$ cat config.mk
export PLATFORM = sky130hd
export DESIGN_NAME = handshake_tx_ctrl
export DESIGN_NICKNAME = d
export VERILOG_FILES = /design/src/rtl/handshake_pkg.sv /design/src/rtl/sync_fifo.sv /design/src/rtl/handshake_tx_ctrl.sv
export SDC_FILE = /design/constraint.sdc
export NUM_CORES = 1
export LEC_CHECK = 0
export CAP_MARGIN = 40
export CORE_ASPECT_RATIO = 0.75
export CORE_UTILIZATION = 53
export CTS_CLUSTER_DIAMETER = 80
export DETAILED_ROUTE_END_ITERATION = 8
export PLACE_DENSITY_LB_ADDON = 0.15
export SLEW_MARGIN = 10
export SYNTH_ARGS = -nofsm -noshare
export SYNTH_HDL_FRONTEND = slang
export SYNTH_SLANG_ARGS = --single-unit
$ cat constraint.sdc
create_clock -name clk -period 2.94 [get_ports clk]
set_clock_uncertainty 0.05 [all_clocks]
set_input_delay 0.588 -clock clk [delete_from_list [all_inputs] [get_ports clk]]
set_output_delay 0.588 -clock clk [all_outputs]
set_load 0.01 [all_outputs]
$ cat src/rtl/handshake_pkg.sv
// rtl/handshake_pkg.sv - shared types and constants for the handshake transmitter
package handshake_pkg;

  // Transmit FSM states; values are fixed so they read the same in waveforms everywhere
  typedef enum logic [1:0] {
    IDLE = 2'd0,
    REQ  = 2'd1,
    WAIT = 2'd2
  } tx_state_e;

  localparam int DEF_WIDTH  = 8;
  localparam int DEF_DEPTH  = 4;
  localparam int XFER_CNT_W = 16;

endpackage

$ cat src/rtl/sync_fifo.sv
// rtl/sync_fifo.sv - single-clock FIFO with combinational head and occupancy count
module sync_fifo
  import handshake_pkg::*;
#(
  parameter int WIDTH = DEF_WIDTH,
  parameter int DEPTH = DEF_DEPTH
) (
  input  logic                   clk,
  input  logic                   rst_n,
  input  logic                   push,
  input  logic                   pop,
  input  logic [WIDTH-1:0]       wdata,
  output logic [WIDTH-1:0]       rdata,
  output logic [$clog2(DEPTH):0] level
);

  localparam int AW = $clog2(DEPTH);
  localparam int LW = AW + 1;

  // The caller only pushes when not full and only pops when not empty,
  // so no overflow/underflow guarding is repeated here.
  logic [WIDTH-1:0] mem [DEPTH];
  logic [AW-1:0]    wr_ptr;
  logic [AW-1:0]    rd_ptr;

  assign rdata = mem[rd_ptr];

  // Storage write; contents need no reset because pointers define validity
  always_ff @(posedge clk) begin
    if (push) begin
      mem[wr_ptr] <= wdata;
    end
  end

  // Pointers wrap naturally modulo DEPTH (power of two); level tracks occupancy
  always_ff @(posedge clk or negedge rst_n) begin
    if (!rst_n) begin
      wr_ptr <= '0;
      rd_ptr <= '0;
      level  <= '0;
    end else begin
      if (push) begin
        wr_ptr <= wr_ptr + AW'(1);
      end
      if (pop) begin
        rd_ptr <= rd_ptr + AW'(1);
      end
      case ({push, pop})
        2'b10:   level <= level + LW'(1);
        2'b01:   level <= level - LW'(1);
        default: level <= level;
      endcase
    end
  end

endmodule

$ cat src/rtl/handshake_tx_ctrl.sv
// rtl/handshake_tx_ctrl.sv - source-domain transmitter feeding the handshake synchronizer
module handshake_tx_ctrl
  import handshake_pkg::*;
#(
  parameter int WIDTH = DEF_WIDTH,
  parameter int DEPTH = DEF_DEPTH
) (
  input  logic                   clk,
  input  logic                   rst_n,
  input  logic                   in_valid,
  input  logic [WIDTH-1:0]       in_data,
  output logic                   in_ready,
  output logic                   sready,
  output logic [WIDTH-1:0]       din,
  input  logic                   sidle,
  output logic                   busy,
  output logic [$clog2(DEPTH):0] level,
  output logic [XFER_CNT_W-1:0]  xfer_cnt
);

  localparam int LW = $clog2(DEPTH) + 1;
  localparam logic [LW-1:0] FULL_LEVEL = LW'(DEPTH);

  tx_state_e        state;
  logic             push;
  logic             pop;
  logic [WIDTH-1:0] head;

  // Full blocks pushes even when a pop happens the same cycle; keeps in_ready
  // a pure function of the registered level.
  assign in_ready = (level != FULL_LEVEL);
  assign push     = in_valid && in_ready;
  assign pop      = (state == IDLE) && (level != '0);

  sync_fifo #(
    .WIDTH (WIDTH),
    .DEPTH (DEPTH)
  ) u_fifo (
    .clk   (clk),
    .rst_n (rst_n),
    .push  (push),
    .pop   (pop),
    .wdata (in_data),
    .rdata (head),
    .level (level)
  );

  // Transmit FSM with registered request, data, busy flag and completion counter
  always_ff @(posedge clk or negedge rst_n) begin
    if (!rst_n) begin
      state    <= IDLE;
      sready   <= 1'b0;
      din      <= '0;
      busy     <= 1'b0;
      xfer_cnt <= '0;
    end else begin
      case (state)
        IDLE: begin
          if (pop) begin
            din    <= head;
            sready <= 1'b1;
            busy   <= 1'b1;
            state  <= REQ;
          end
        end
        REQ: begin
          sready <= 1'b0;
          state  <= WAIT;
        end
        WAIT: begin
          if (sidle) begin
            xfer_cnt <= xfer_cnt + 1'b1;
            busy     <= 1'b0;
            state    <= IDLE;
          end
        end
        default: begin
          sready <= 1'b0;
          busy   <= 1'b0;
          state  <= IDLE;
        end
      endcase
    end
  end

endmodule

==> flow_metrics.py <==
metrics = {
    "outcome": {
        "status": "finished, final reports clean",
    },
    "min_path": {
        "min_path_type": "register to register",
    },
    "logic_synthesis": {
        "synthDistinctLibCells": 27,
        "ys.flop_type": "dfrtp_1",
        "ys_top_cells_by_area": "edfxtp_1, dfrtp_1, mux4_2, xnor2_1, nand2_1",
        "syn_area_um2": 2760,
        "seq_area_frac_synth": 0.666,
        "yosys.cell_count.top_type": "dfrtp_1",
        "synth-simple-area-share": 0.126,
        "syn_inst": 184,
        "synth-xor-area-share": 0.0667,
        "netlist.area_leader.share": 0.349,
        "synth-seq-cells": 67,
        "yosysTopAreaCell": "edfxtp_1",
        "async_reset_ff_frac": 0.522,
        "synth_fa_ha_area_frac": 0.0345,
        "synth_compound_area_frac": 0.00363,
        "yosysWarningCount": 0,
        "synth_top_family_by_area": "simple AND/OR/NAND/NOR gates",
        "synthesis.nets": 203,
        "synth_area_per_cell_um2": 15.0,
        "synth_common_cells": "dfrtp_1, edfxtp_1, nand2_1",
        "synth_enable_flop_cells": 32,
        "yosys-mux-area-fraction": 0.0813,
    },
    "cts": {
        "cts.sinks": 67,
        "cts_resized": 0,
        "postCtsHoldBufs": 0,
        "clkSlewWorstSetupHoldPaths_ps": 70,
        "max-clock-path-buffers": 2,
        "htreeDepth": 3,
        "cts_tree": "built",
        "cts-buffers-inserted": 9,
        "cts_post_setup_buffers_inserted": 0,
        "clkLatencyLatePin_ps": 350,
        "clockRootBuffer": "clkbuf_8",
    },
    "routing": {
        "vias": 1567,
        "drc": 0,
        "wl_met1_mm": 2.15,
        "wl_met3_um": 226,
        "wl_per_cell_um": 16.1,
        "viasPerCell": 5.24,
        "drt_iter0_drc": 69,
        "wl_met2_mm": 2.38,
        "drtAntennaViolNets": 0,
        "dr.pass1.iters": 4,
        "routed_wl_mm": 4.82,
        "topRoutingLayerUsed": "met4",
    },
    "global_route": {
        "overflow": 0,
        "grt_pass1_wl_mm": 8.30,
        "grt_util_all_layers": 0.215,
        "grt_pass1_vias": 1677,
        "grt_antenna_before_repair": 0,
        "grt_max_degree": 36,
    },
    "layout": {
        "antenna_cells": 0,
        "post-route-util": 0.686,
        "area_growth_pct": 23.2,
        "drive_above_1_share": 0.138,
        "nets": 253,
        "fillCellCount": 357,
    },
    "critical_path": {
        "worstSetupEndpointType": "register",
        "worstPathArrival_ps": 2520,
        "path_class": "register to register",
        "crit_fanout": 10,
        "startpoint_type": "register",
        "worstPathRequired_ps": 3160,
    },
    "timing": {
        "max_slew_margin": 0.603,
        "min_period_over_period": 0.785,
        "max_freq_mhz": 433,
        "tightest_slew_ps": 595,
        "rsz0062_at_grt": "no",
        "finalHoldViolCount": 0,
        "setup_tns_ps": 0,
        "setup_viol": 0,
        "final_max_slew_viol_count": 0,
        "setup_slack_ps": 633,
        "period_needed_ps": 2310,
    },
    "pwr": {
        "comb_power_share": 0.339,
        "swShare": 0.334,
        "internal-power_mw": 2.14,
        "p_leak_nw": 1.43,
        "switching_power_mw": 1.07,
        "max-vdd-ir-drop_mv": 0.667,
        "power_mw": 3.21,
        "clkPwrFrac": 0.198,
        "p_seq_frac": 0.464,
        "power.density_nw_per_um2": 944,
    },
    "placement": {
        "io_buffers": 41,
        "gp_congestion": 0.786,
        "preCtsSetupSlack_ps": 434,
        "dpl.hpwl_mm": 3.30,
    },
    "floorplanning": {
        "die_height_um": 64.5,
        "ios": 42,
        "start_util": 0.556,
        "placeableCoreArea_um2": 4950,
        "rows": 22,
        "die_w_um": 85.3,
        "die_area_um2": 5500,
    },
    "job": {
        "timing.max_cap.violations": 0,
    },
}
## metal layers
layer | up-vias | track usage
li1 | 750 | -
met1 | 777 | 0.262
met2 | 34 | 0.349
met3 | 6 | 0.0815
met4 | 0 | 0.0896
met5 | - | 0
## area by class of cell
class / count / area, um^2 / area share
Sequential cell: 67 / 1840 / 0.541
Multi-Input combinational cell: 103 / 861 / 0.253
Clock inverter: 6 / 33.8 / 0.00994
Timing Repair Buffer: 43 / 425 / 0.125
Clock buffer: 10 / 128 / 0.0376
Inverter: 10 / 37.5 / 0.0110
Tap cell: 60 / 75.1 / 0.0221
## power groups by stage
stage | Combinational (mW) | Clock [mW] | Sequential (mW)
floorplan | 0.678 | 0 | 1.46
global placement | 1.05 | 0 | 1.48
detailed placement | 1.10 | 0 | 1.51
CTS | 1.10 | 0.646 | 1.49
global route | 1.22 | 0.698 | 1.53
finish | 1.09 | 0.635 | 1.49
## final timing paths
kind	depth (start not counted)	slack, ps	endpoint	startpoint
setup / recovery	8	630	u_fifo.level[2]$_DFFE_PN0P_	state[1]$_DFFE_PN0P_
hold / removal	2	430	din[0]$_DFFE_PN0P_	din[0]$_DFFE_PN0P_
setup reg to reg	8	630	u_fifo.level[2]$_DFFE_PN0P_	state[1]$_DFFE_PN0P_
hold reg to reg	2	430	din[0]$_DFFE_PN0P_	din[0]$_DFFE_PN0P_
max in group asynchronous	2	1900	u_fifo.rd_ptr[0]$_DFFE_PN0P_	rst_n
min in group asynchronous	2	610	din[0]$_DFFE_PN0P_	rst_n
## registers in the layout, summed over array words and instances (netlist names)
| name | flops |
|---|---|
| xfer_cnt | 16 |
| state | 2 |
| busy | 1 |
| u_fifo.rd_ptr | 2 |
| u_fifo.wr_ptr | 2 |
| sready | 1 |
| din | 8 |
| u_fifo.mem | 32 |
| u_fifo.level | 3 |
## cells by family after synthesis
| group | count (synthesis) |
|---|---|
| AO/OA/AOI/OAI | 2 |
| buffers and inverters | 14 |
| AND/OR/NAND/NOR | 61 |
| multiplexers | 12 |
| XOR/XNOR | 21 |
| flip-flops | 67 |
| adder cells (fa/ha/maj) | 7 |
## worst max-delay path, stage by stage (launching register included)
cell     delay (ps)
dfrtp_1         450
or3_1           430
inv_2           200
ha_1            230
inv_1            70
fa_1            370
xor2_1          150
nor2_1          110
xor2_1          160
## cells in the final DEF, fill, tap and decap left out, types with 2 or more instances in the layout
master,count
mux4_2,8
and2_1,2
dfrtp_1,35
buf_4,2
nor4_4,2
nor3_1,2
xor2_1,7
nand3_1,5
clkdlybuf4s50_1,41
edfxtp_1,32
mux2_2,3
nor2_1,6
ha_1,6
nand2_1,31
and3_1,6
clkinv_2,3
xnor2_1,14
clkinvlp_4,2
o21ai_0,2
nand4_1,3
inv_1,9
clkbuf_8,9
## per-stage QoR
step	hold WS (ps)	instance area [um^2]	cells
after global placement	408	3240	283
after CTS	438	3400	299
final	430	3400	299
after detailed placement	421	3240	283
after global routing	458	3400	299
after floorplan	242	2760	184
Note: power is estimated with default switching activity, not from simulation.
